==> src/rtl/axi4lite_slave_regs.sv <==
// AXI4-Lite responder with a small RW register file; register 0 is also exported on reg0_q.
// Write (AW/W/B) and read (AR/R) paths are independent two-state FSMs, one transaction in flight each.
module axi4lite_slave_regs #(
  parameter int ADDR_WIDTH = 2,
  parameter int DATA_WIDTH = 8,
  parameter int NUM_REGS   = 3
) (
  input  logic                    clk,
  input  logic                    rst,
  input  logic [ADDR_WIDTH-1:0]   awaddr,
  input  logic                    awvalid,
  output logic                    awready,
  input  logic [DATA_WIDTH-1:0]   wdata,
  input  logic [DATA_WIDTH/8-1:0] wstrb,
  input  logic                    wvalid,
  output logic                    wready,
  output logic [1:0]              bresp,
  output logic                    bvalid,
  input  logic                    bready,
  input  logic [ADDR_WIDTH-1:0]   araddr,
  input  logic                    arvalid,
  output logic                    arready,
  output logic [DATA_WIDTH-1:0]   rdata,
  output logic [1:0]              rresp,
  output logic                    rvalid,
  input  logic                    rready,
  output logic [DATA_WIDTH-1:0]   reg0_q
);

  localparam int STRB_W = DATA_WIDTH / 8;
  localparam logic [1:0] RESP_OKAY   = 2'b00;
  localparam logic [1:0] RESP_SLVERR = 2'b10;

  typedef enum logic {W_IDLE, W_RESP} wstate_t;
  typedef enum logic {R_IDLE, R_RESP} rstate_t;

  wstate_t r_wstate, w_wstate_nxt;
  rstate_t r_rstate, w_rstate_nxt;

  logic                  r_active;
  logic                  r_aw_held, r_w_held;
  logic [ADDR_WIDTH-1:0] r_awaddr;
  logic [DATA_WIDTH-1:0] r_wdata;
  logic [STRB_W-1:0]     r_wstrb;
  logic [DATA_WIDTH-1:0] r_regs [NUM_REGS];
  logic [1:0]            r_bresp, r_rresp;
  logic [DATA_WIDTH-1:0] r_rdata;

  logic                  w_commit, w_ar_hs;
  logic [ADDR_WIDTH-1:0] w_waddr;
  logic [DATA_WIDTH-1:0] w_wdata;
  logic [STRB_W-1:0]     w_wstrb;
  logic                  w_waddr_ok, w_raddr_ok;
  logic [DATA_WIDTH-1:0] w_rd_val;

  // Readies stay low until the first edge after reset release.
  always_ff @(posedge clk or posedge rst) begin
    if (rst) r_active <= 1'b0;
    else     r_active <= 1'b1;
  end

  always_ff @(posedge clk or posedge rst) begin
    if (rst) begin
      r_wstate <= W_IDLE;
      r_rstate <= R_IDLE;
    end else begin
      r_wstate <= w_wstate_nxt;
      r_rstate <= w_rstate_nxt;
    end
  end

  always_comb begin
    w_wstate_nxt = r_wstate;
    awready      = 1'b0;
    wready       = 1'b0;
    w_commit     = 1'b0;
    case (r_wstate)
      W_IDLE: begin
        awready  = r_active && !r_aw_held;
        wready   = r_active && !r_w_held;
        w_commit = (r_aw_held || (awvalid && awready)) && (r_w_held || (wvalid && wready));
        if (w_commit) w_wstate_nxt = W_RESP;
      end
      W_RESP: if (bready) w_wstate_nxt = W_IDLE;
      default: w_wstate_nxt = W_IDLE;
    endcase
  end

  // Held values win over the bus; the bus value is only used on its own handshake edge.
  assign w_waddr    = r_aw_held ? r_awaddr : awaddr;
  assign w_wdata    = r_w_held  ? r_wdata  : wdata;
  assign w_wstrb    = r_w_held  ? r_wstrb  : wstrb;
  assign w_waddr_ok = 32'(w_waddr) < NUM_REGS;
  assign w_raddr_ok = 32'(araddr) < NUM_REGS;

  always_ff @(posedge clk or posedge rst) begin
    if (rst) begin
      r_aw_held <= 1'b0;
      r_w_held  <= 1'b0;
      r_awaddr  <= '0;
      r_wdata   <= '0;
      r_wstrb   <= '0;
      r_bresp   <= RESP_OKAY;
      for (int i = 0; i < NUM_REGS; i++) r_regs[i] <= '0;
    end else if (w_commit) begin
      r_aw_held <= 1'b0;
      r_w_held  <= 1'b0;
      r_bresp   <= w_waddr_ok ? RESP_OKAY : RESP_SLVERR;
      for (int i = 0; i < NUM_REGS; i++) begin
        if (w_waddr == ADDR_WIDTH'(i)) begin
          for (int b = 0; b < STRB_W; b++) begin
            if (w_wstrb[b]) r_regs[i][b*8 +: 8] <= w_wdata[b*8 +: 8];
          end
        end
      end
    end else begin
      if (awvalid && awready) begin
        r_aw_held <= 1'b1;
        r_awaddr  <= awaddr;
      end
      if (wvalid && wready) begin
        r_w_held <= 1'b1;
        r_wdata  <= wdata;
        r_wstrb  <= wstrb;
      end
    end
  end

  always_comb begin
    w_rd_val = '0;
    for (int i = 0; i < NUM_REGS; i++) begin
      if (araddr == ADDR_WIDTH'(i)) w_rd_val = r_regs[i];
    end
  end

  always_comb begin
    w_rstate_nxt = r_rstate;
    arready      = 1'b0;
    w_ar_hs      = 1'b0;
    case (r_rstate)
      R_IDLE: begin
        arready = r_active;
        w_ar_hs = arvalid && arready;
        if (w_ar_hs) w_rstate_nxt = R_RESP;
      end
      R_RESP: if (rready) w_rstate_nxt = R_IDLE;
      default: w_rstate_nxt = R_IDLE;
    endcase
  end

  // Capturing from r_regs before the write lands gives the pre-write value on a same-edge hit.
  always_ff @(posedge clk or posedge rst) begin
    if (rst) begin
      r_rdata <= '0;
      r_rresp <= RESP_OKAY;
    end else if (w_ar_hs) begin
      r_rdata <= w_rd_val;
      r_rresp <= w_raddr_ok ? RESP_OKAY : RESP_SLVERR;
    end
  end

  assign bvalid = (r_wstate == W_RESP);
  assign bresp  = r_bresp;
  assign rvalid = (r_rstate == R_RESP);
  assign rdata  = r_rdata;
  assign rresp  = r_rresp;
  assign reg0_q = r_regs[0];

endmodule

==> config.mk <==
export PLATFORM = sky130hd
export DESIGN_NAME = axi4lite_slave_regs
export DESIGN_NICKNAME = d
export VERILOG_FILES = /design/src/rtl/axi4lite_slave_regs.sv
export SDC_FILE = /design/constraint.sdc
export NUM_CORES = 1
export LEC_CHECK = 0
export ABC_AREA = 1
export BUFFER_PORTS_ARGS = -buffer_cell sky130_fd_sc_hd__buf_2
export CORE_UTILIZATION = 45
export CTS_CLUSTER_DIAMETER = 40
export DETAILED_ROUTE_END_ITERATION = 12
export PLACE_DENSITY = 0.63
export SYNTH_ARGS = -nofsm -noshare
export SYNTH_HDL_FRONTEND = slang
export SYNTH_SLANG_ARGS = --single-unit
==> constraint.sdc <==
create_clock -name clk -period 1.8 [get_ports clk]
set_input_delay 0 -clock clk [delete_from_list [all_inputs] [get_ports clk]]
set_output_delay 0 -clock clk [all_outputs]
set_load 0.005 [all_outputs]
==> metrics.md, run 1 <==
| Metric | Value |
|---|---|
| Initial DRC count | `145` |
| Max Slew Vio Count | `0` |
| Critical-path top delay cell | `dlygate4sd3_1` |
| Clock Path Buffers | `2` |
| Clock sink count | `50` |
| Synth Register Bits | `50` |
| Count of final setup violators | `0` |
| Root buffer cell | `clkbuf_8` |
| Fin area | `2950 um2` |
| Gate Count Post-Synth | `313` |
| Critical path's largest stage delay | `570 ps` |
| Final period utilization | `89.5%` |
| Final hold vios | `0` |
| Initial antenna violation count | `0` |
| Via count | `2057` |
| Number of global-route vias before repair | `1987` |
| Total Neg Setup Slack | `0 ps` |
| Cell taking the most area after synthesis | `dfrtp_1` |
| # rows | `26` |
| Chip width | `76.2 um` |
| Setup crit end kind | `flip-flop` |
| Worst vdd ir | `0.640 mV` |
| CP Launch Type | `flip-flop` |
| DRC viols | `0` |
| Placed Area | `2700 um2` |
| Largest cells by area after synthesis | `dfrtp_1 50%, nand2_1 21%, nand3_1 6.7%` |
| Post-cts resize count | `0` |
| Final min period | `1610 ps` |
| Final core utilization | `56.7%` |
| Ys Warns | `0` |
| Status | `completed` |
| CTS tree | `done` |
| MaxCap Viol Count | `0` |
| Worst-path clk slew | `90 ps` |
| Worst r2r src | `r_active` |
| Grt total ovfl | `0` |
| Largest net degree at the start of global routing | `26` |
| Total Power | `4.03 mW` |
| CTS Buf Count | `5` |
| First drt pass iteration count | `4` |
| Avg Inst Size Synth | `7.92 um2` |
| Critical path launch point | `r_active` |
| Die area | `5810 um2` |
| Critical Path RT | `2040 ps` |
| Worst Path Max Fanout | `11` |
| Mapped Area | `2480 um2` |
| CP top delay family | `buffers and inverters` |
| First-pass GRT wire length | `9160 um` |
| Unrepaired setup endpoints after global routing | `false` |
| Number of input and output port buffers inserted | `42` |
| Slew at the pin with the worst max-slew slack | `523 ps` |
| Routed Antenna Nets | `0` |
| Synth top area share | `50.5%` |
| I/O pin count | `45` |
| Post-synth cell types | `23` |
| CORE AREA | `5200 um2` |
| Critical path arrival | `1860 ps` |
| Max Fclk | `0.621 GHz` |
| Final net count | `388` |
| Kind of critical path | `flip-flop to flip-flop` |
| PwrDens | `1370 nW/um2` |
| WP buf/inv | `2` |
| Share of post-route cells with drive strength above 1 | `20.9%` |
| Worst Hold Class | `input pin to flip-flop` |
| CP cell instances | `nand2_1 > nor2_2 > inv_2 > o31ai_1 > dlygate4sd3_1` |
| Fillers | `511` |
| Routed wire per std cell | `11.5 um` |
| Placement Setup Slack | `266 ps` |
| Leakage | `1.63 nW` |
| Syn-to-layout area delta | `19.0%` |
| Die Ht | `76.2 um` |
| DP HPWL | `3600 um` |
| Layout Skew | `8.18 ps` |
| Final worst slack | `189 ps` |
| DRT Wirelength | `5040 um` |
| Hold path start | `awvalid` |
| Drt via density | `4.69` |
| Seq/Total Area, Yosys | `50.5%` |
| GPL Wtd Cong | `0.749` |
| Clk_lat worst skew | `300 ps` |
| Max_slew headroom | `65.0%` |
| Initial Utilization | `47.6%` |
| Antenna cells | `0` |
| Total track usage | `19.6%` |
| CTS H-tree lvls | `2` |
worst min-delay path: cells and delay by family:
family          cells  cell delay [ps]
buf+inv             3              190
compound gates      1              150
simple gates        1               50
registers in the layout, indices dropped and copies added, names as in the netlist:
register   cells
r_wstrb        1
r_w_held       1
rresp          1
bresp          1
bvalid         1
r_wdata        8
rdata          8
r_aw_held      1
rvalid         1
r_active       1
reg0_q         8
r_awaddr       2
r_regs        16
power breakdown:
group	switching, mW	internal [mW]	total, mW	leakage [nW]
combinational	0.923	0.585	1.51	0.944
sequential	0.314	1.56	1.87	0.645
clock	0.375	0.274	0.649	0.0441
area by class of cell:
type	count	area (um2)	share of cell area (%)
Sequential cell	50	1250	42.4
Multi-Input combinational cell	220	1000	33.9
Clock buffer	5	68.8	2.33
Clock inverter	3	21.3	0.721
Inverter	27	104	3.52
Tap cell	70	87.6	2.97
Timing Repair Buffer	64	415	14.1
cell usage after synthesis (all sizes together):
| cell type | count |
|---|---|
| nor2 | 13 |
| o31ai | 1 |
| dfrtp | 50 |
| nand2 | 140 |
| nand3 | 37 |
| buf | 16 |
| o21ai | 25 |
| nor3 | 1 |
| conb | 2 |
| clkbuf | 1 |
| inv | 27 |
routing by layer:
metal	global-route usage [%]	wire length (um)
met5	0	0
met4	6.35	60
met3	3.71	213
met2	29.5	2110
met1	28.5	2650
what timing repair did:
item | CTS | global route
endpoints found under the hold margin | 37 | 0
hold buffers | 16 | 0
buffers inserted | 0 | 0
path summary, 6_finish.rpt:
| check | to | slack, ps | cells after the start |
|---|---|---|---|
| worst max-delay path | rresp[1] | 190 | 5 |
| worst min-delay path | r_aw_held | 120 | 5 |
| worst max register to register | rresp[1] | 190 | 5 |
| worst min register to register | rdata[5] | 480 | 2 |
| max in group asynchronous | r_awaddr[1] | 920 | 4 |
| min in group asynchronous | r_regs[14] | 270 | 3 |
cell usage in the layout (no fill, tap or decap), types with 3 or more instances in the layout:
cell type / instances
nand2_1: 136
dfrtp_1: 50
buf_2: 42
nand3_1: 33
inv_1: 21
o21ai_1: 21
dlygate4sd3_1: 16
nor2_1: 7
buf_4: 6
inv_2: 5
clkbuf_8: 5
nand2_2: 4
nor2_4: 3
nand3_2: 3
o21ai_0: 3
conb_1: 3
through the flow:
step / hold WS [ps] / std cells
floorplan: 90.6 / 314
global placement: 71.8 / 415
detailed placement: 67.5 / 415
CTS: 111 / 439
global route: 162 / 439
finish: 122 / 439
logic make-up after synthesis:
logic type | share of synthesized area (%)
simple gates | 34.1
buf+inv | 9.29
other cells | 0.303
flops | 50.5
compound gates | 5.81
Note: power is estimated with default switching activity, not from simulation.
==> run 2, diff against run 1 <==
--- a/config.mk
+++ b/config.mk
@@ -10,7 +10,7 @@
 export CORE_UTILIZATION = 45
 export CTS_CLUSTER_DIAMETER = 40
 export DETAILED_ROUTE_END_ITERATION = 12
-export PLACE_DENSITY = 0.63
+export PLACE_DENSITY = 0.71
 export SYNTH_ARGS = -nofsm -noshare
 export SYNTH_HDL_FRONTEND = slang
 export SYNTH_SLANG_ARGS = --single-unit
==> metrics.md, run 2 (synthesis gave the netlist of run 1 again) <==
| Metric | Value |
|---|---|
| Largest reg by FF count | `r_regs` |
| # rows | `26 (unchanged)` |
| Most frequent cells in the layout | `136 x nand2_1, 50 x dfrtp_1, 42 x buf_2, 33 x nand3_1` |
| Fin area | `2930 um2 (-0.59%)` |
| Routed Antenna Nets | `0 (unchanged)` |
| Clk_lat worst skew | `300 ps (about the same)` |
| Worst Path Max Fanout | `11 (unchanged)` |
| Number of input and output port buffers inserted | `42 (unchanged)` |
| Critical-path top delay cell | `dlygate4sd3_1` |
| Post-CTS Setup Bufs | `0 (unchanged)` |
| Syn-to-layout area delta | `18.3%` |
| First-pass GRT wire length | `8470 um (-7.5%)` |
| GPL Wtd Cong | `0.792 (+5.8%)` |
| Antenna cells | `0 (unchanged)` |
| MaxCap Viol Count | `0 (unchanged)` |
| Final worst slack | `162 ps (-26.6 ps)` |
| Number of global-route vias before repair | `1859 (-6.4%)` |
| CTS H-tree lvls | `2 (unchanged)` |
| Kind of critical path | `flip-flop to flip-flop` |
| Max_slew headroom | `65.3% (+0.30 points)` |
| Clock Path Buffers | `2 (unchanged)` |
| Worst-path clk slew | `100 ps (about the same)` |
| Finished Layout Cells | `435 (-0.91%)` |
| Total track usage | `18.2% (-1.4 points)` |
| Leakage | `1.62 nW (-1.1%)` |
| Grt total ovfl | `0 (unchanged)` |
| Critical path arrival | `1880 ps (+20 ps)` |
| DRC viols | `0 (unchanged)` |
| Critical Path RT | `2050 ps (about the same)` |
| Largest register FFs | `16 (unchanged)` |
| Largest net degree at the start of global routing | `41 (+58%)` |
| Total Neg Setup Slack | `0 ps (unchanged)` |
| CP top delay family | `buffers and inverters` |
| CORE AREA | `5200 um2 (unchanged)` |
| Setup crit end kind | `flip-flop` |
| Initial DRC count | `136 (-6.2%)` |
| DRT Wirelength | `4840 um (-4.0%)` |
| CP cell instances | `nand2_1 > nor2_2 > inv_2 > o31ai_1 > dlygate4sd3_1` |
| Initial antenna violation count | `0 (unchanged)` |
| Final hold vios | `0 (unchanged)` |
| Clock sink count | `50 (unchanged)` |
| Share of post-route cells with drive strength above 1 | `20.3% (-0.59 points)` |
| Die area | `5810 um2 (unchanged)` |
| Placement Setup Slack | `310 ps (+43.4 ps)` |
| Initial Utilization | `47.6% (unchanged)` |
| First drt pass iteration count | `4 (unchanged)` |
| Root buffer cell | `clkbuf_8` |
| DP HPWL | `3560 um (-1.1%)` |
| CP Launch Type | `flip-flop` |
| Final net count | `384 (-1.0%)` |
| Unrepaired setup endpoints after global routing | `false` |
| Reg area | `1250 um2 (unchanged)` |
| Max Slew Vio Count | `0 (unchanged)` |
| Final min period | `1640 ps (+26.6 ps)` |
| Final period utilization | `91.0% (+1.5 points)` |
| CTS Buf Count | `5 (unchanged)` |
| Multi-input logic area | `1000 um2 (unchanged)` |
| Placed Cells incl. Taps | `412 (-0.72%)` |
| Drt via density | `4.67 (-0.41%)` |
| Placed Area | `2690 um2 (-0.37%)` |
| Slew at the pin with the worst max-slew slack | `519 ps (-4.49 ps)` |
| Most common cell after layout, fill and taps aside | `nand2_1` |
| Fillers | `508 (-0.59%)` |
| Count of final setup violators | `0 (unchanged)` |
| Die Ht | `76.2 um (unchanged)` |
| Status | `completed` |
| Layout Skew | `5.46 ps (-2.73 ps)` |
| Worst vdd ir | `0.756 mV (+18%)` |
| Chip width | `76.2 um (unchanged)` |
| CTS tree | `done` |
| Worst Hold Class | `input pin to flip-flop` |
| Total Power | `4.01 mW (-0.55%)` |
| Post-cts resize count | `0 (unchanged)` |
| I/O pin count | `45 (unchanged)` |
| Routed wire per std cell | `11.1 um (-3.1%)` |
| Critical path's largest stage delay | `580 ps (about the same)` |
| PwrDens | `1370 nW/um2 (about the same)` |
| Max Fclk | `0.610 GHz (-1.6%)` |
| WP buf/inv | `2 (unchanged)` |
| Via count | `2030 (-1.3%)` |
-- run 2: per-stage QoR --
stage / util, % / hold slack (ps)
6_report: 56.3 / 21.9
5_1_grt: 56.3 / 23.7
4_1_cts: 56.3 / 10.4
3_5_place_dp: 51.7 / -60.2
3_3_place_gp: 51.7 / -58.1
2_1_floorplan: - / 90.6
-- run 2: per-layer routing --
metal	GRT usage (%)	routed length, um	up-vias
met3	2.63	171	2
li1	-	-	1068
met5	0	0	-
met4	6.35	24	0
met1	24.6	2440	906
met2	29.9	2200	54
-- run 2: power by group --
| group | switching [mW] | internal [mW] | leakage, nW |
|---|---|---|---|
| sequential | 0.312 | 1.56 | 0.645 |
| clock | 0.389 | 0.278 | 0.0408 |
| combinational | 0.913 | 0.556 | 0.930 |
| total | 1.61 | 2.39 | 1.62 |
-- run 2: area by class of cell --
type	instances	share of cell area, %
multi-input combinational	220	34.1
inverter	27	3.54
tap	70	2.99
timing repair buffer	60	13.5
sequential	50	42.7
clock buffer	5	2.35
clock inverter	3	0.811
-- run 2: worst paths after layout --
path	from	slack, ps	cells past startpoint	to
max	r_active	160	5	rresp[1]
min	wstrb	20	3	r_wstrb
max reg2reg	r_active	160	5	rresp[1]
min reg2reg	rdata[4]	480	2	rdata[4]
max in group asynchronous	rst	1170	4	r_regs[12]
min in group asynchronous	rst	150	3	rdata[7]
-- run 2: worst min-delay path, cell delays in order --
cell	delay (ps)
buf_2	70
inv_1	60
o21ai_1	150
-- run 2: timing repair --
item,in CTS,in global routing
setup endpoints to repair,0,0
hold endpoints to repair,63,0
hold buffers,15,0
==> run 3, diff against run 2 <==
--- a/config.mk
+++ b/config.mk
@@ -10,7 +10,7 @@
 export CORE_UTILIZATION = 45
 export CTS_CLUSTER_DIAMETER = 40
 export DETAILED_ROUTE_END_ITERATION = 12
-export PLACE_DENSITY = 0.71
+export PLACE_DENSITY = 0.68
 export SYNTH_ARGS = -nofsm -noshare
 export SYNTH_HDL_FRONTEND = slang
 export SYNTH_SLANG_ARGS = --single-unit
==> metrics.md, run 3 (synthesis gave the netlist of run 1 again) <==
| Metric | Value |
|---|---|
| Status | `completed` |
| Fin area | `2980 um2 (+1.5%)` |
| Share of post-route cells with drive strength above 1 | `21.1% (+0.81 points)` |
| Initial antenna violation count | `0 (unchanged)` |
| Die Ht | `76.2 um (unchanged)` |
| Routed Antenna Nets | `0 (unchanged)` |
| Placed Area | `2710 um2 (+0.65%)` |
| Die area | `5810 um2 (unchanged)` |
| Syn-to-layout area delta | `20.1%` |
| CORE AREA | `5200 um2 (unchanged)` |
| Total track usage | `20.1% (+1.8 points)` |
| Chip width | `76.2 um (unchanged)` |
| Count of final setup violators | `0 (unchanged)` |
| Clock sink count | `50 (unchanged)` |
| CTS tree | `done` |
| Largest reg by FF count | `r_regs` |
| Clock Path Buffers | `2 (unchanged)` |
| Max layer used | `met4` |
| Routed wire per std cell | `12.0 um (+7.8%)` |
| Worst Hold Class | `input pin to flip-flop` |
| Critical Path RT | `2040 ps (about the same)` |
| Max Slew Vio Count | `0 (unchanged)` |
| Final net count | `389 (+1.3%)` |
| Max_slew headroom | `57.6% (-7.6 points)` |
| Post-Route M1 WL | `2610 um (+6.9%)` |
| CP top delay family | `buffers and inverters` |
| Grt total ovfl | `0 (unchanged)` |
| Largest register FFs | `16 (unchanged)` |
| # rows | `26 (unchanged)` |
| Max Fclk | `0.606 GHz (-0.78%)` |
| First drt pass iteration count | `4 (unchanged)` |
| Root buffer cell | `clkbuf_8` |
| DRT Wirelength | `5270 um (+9.0%)` |
| Total Neg Setup Slack | `0 ps (unchanged)` |
| Number of input and output port buffers inserted | `42 (unchanged)` |
| Kind of critical path | `flip-flop to flip-flop` |
| I/O pin count | `45 (unchanged)` |
| Antenna cells | `0 (unchanged)` |
| Fillers | `503 (-0.98%)` |
| Final hold vios | `0 (unchanged)` |
| First-pass GRT wire length | `9140 um (+7.8%)` |
| GPL Wtd Cong | `0.822 (+3.7%)` |
| CP cell instances | `nand2_1 > nor2_2 > inv_2 > o31ai_1 > dlygate4sd3_1` |
| DRC viols | `0 (unchanged)` |
| Worst-path clk slew | `90 ps (about the same)` |
| Routed wl met3 | `279 um (+63%)` |
| Most frequent cells in the layout | `136 x nand2_1, 50 x dfrtp_1, 42 x buf_2, 33 x nand3_1` |
| Initial Utilization | `47.6% (unchanged)` |
| Final period utilization | `91.7% (+0.71 points)` |
| Leakage | `1.65 nW (+2.2%)` |
| Largest net degree at the start of global routing | `33 (-20%)` |
| Final min period | `1650 ps (+12.8 ps)` |
| CTS Buf Count | `5 (unchanged)` |
| Drt via density | `4.72 (+1.1%)` |
| CP Launch Type | `flip-flop` |
| Clk_lat worst skew | `310 ps (about the same)` |
| CTS H-tree lvls | `2 (unchanged)` |
| Critical-path top delay cell | `dlygate4sd3_1` |
| Worst vdd ir | `0.715 mV (-5.4%)` |
| PwrDens | `1400 nW/um2 (+2.4%)` |
| Post-CTS Setup Bufs | `0 (unchanged)` |
| WP buf/inv | `2 (unchanged)` |
| Most common cell after layout, fill and taps aside | `nand2_1` |
| Initial DRC count | `131 (-3.7%)` |
| Number of global-route vias before repair | `2006 (+7.9%)` |
| Layout Skew | `6.54 ps (+1.08 ps)` |
| Critical path's largest stage delay | `580 ps (about the same)` |
| Setup crit end kind | `flip-flop` |
| Slew at the pin with the worst max-slew slack | `634 ps (+116 ps)` |
| MaxCap Viol Count | `0 (unchanged)` |
| DP HPWL | `3660 um (+2.8%)` |
| Unrepaired setup endpoints after global routing | `false` |
| Met2 WL post-DR | `2310 um (+4.9%)` |
| Critical path arrival | `1890 ps (about the same)` |
| Via count | `2075 (+2.2%)` |
| Worst Path Max Fanout | `11 (unchanged)` |
## run 3: changes by cell type in the layout (fill, tap and decap cells not counted), sizes merged
cell         change
buf              +4
clkbuf           +3
clkinvlp         -2
dlygate4sd3      +1
inv              -1
## run 3: per-stage QoR
step / total power, mW / hold WS, ps / std cells / util (%) / setup WS (ps)
after floorplan: 3.07 / 90.6 / 314 / - / 511
after global placement: 3.35 / 129 / 416 / 52.0 / 378
after detailed placement: 3.40 / 125 / 416 / 52.0 / 317
after CTS: 4.19 / 102 / 440 / 57.2 / 181
after global routing: 4.51 / 161 / 440 / 57.2 / 32.0
final: 4.17 / 128 / 440 / 57.2 / 149
## run 3: final timing paths
kind | from | slack, ps | cells past startpoint | endpoint
setup reg to reg | r_active | 150 | 5 | rresp[1]
max in group asynchronous | rst | 880 | 4 | r_wdata[7]
hold / removal | awvalid | 130 | 5 | r_aw_held
hold reg to reg | rdata[6] | 480 | 2 | rdata[6]
min in group asynchronous | rst | 310 | 3 | r_regs[2]
setup / recovery | r_active | 150 | 5 | rresp[1]
## run 3: cell type report
class | instances | area (um2) | area share [%]
timing repair buffer | 65 | 423 | 14.2
sequential | 50 | 1250 | 42.0
inverter | 27 | 104 | 3.49
tap | 70 | 87.6 | 2.94
multi-input combinational | 220 | 1000 | 33.6
clock buffer | 8 | 110 | 3.70
## run 3: power by group
part	leakage [nW]	internal (mW)	switching (mW)
clock	0.0575	0.389	0.369
combinational	0.949	0.601	0.956
sequential	0.645	1.56	0.294
## run 3: repair_timing
action                    4_1_cts  5_1_grt
gates resized for setup         0        0
hold endpoints to repair       44        0
hold buffers                   16        0
## run 3: layer usage
metal / global-route usage, % / vias up
li1: - / 1077
met1: 28.4 / 933
met2: 30.7 / 58
met3: 3.47 / 7
met4: 7.50 / 0
met5: 0 / -
## run 3: worst reg2reg max path, cell delays in order, from the launching register on
cell	delay [ps]
dfrtp_1	480
nand2_1	110
nor2_2	120
inv_2	100
o31ai_1	200
dlygate4sd3_1	580
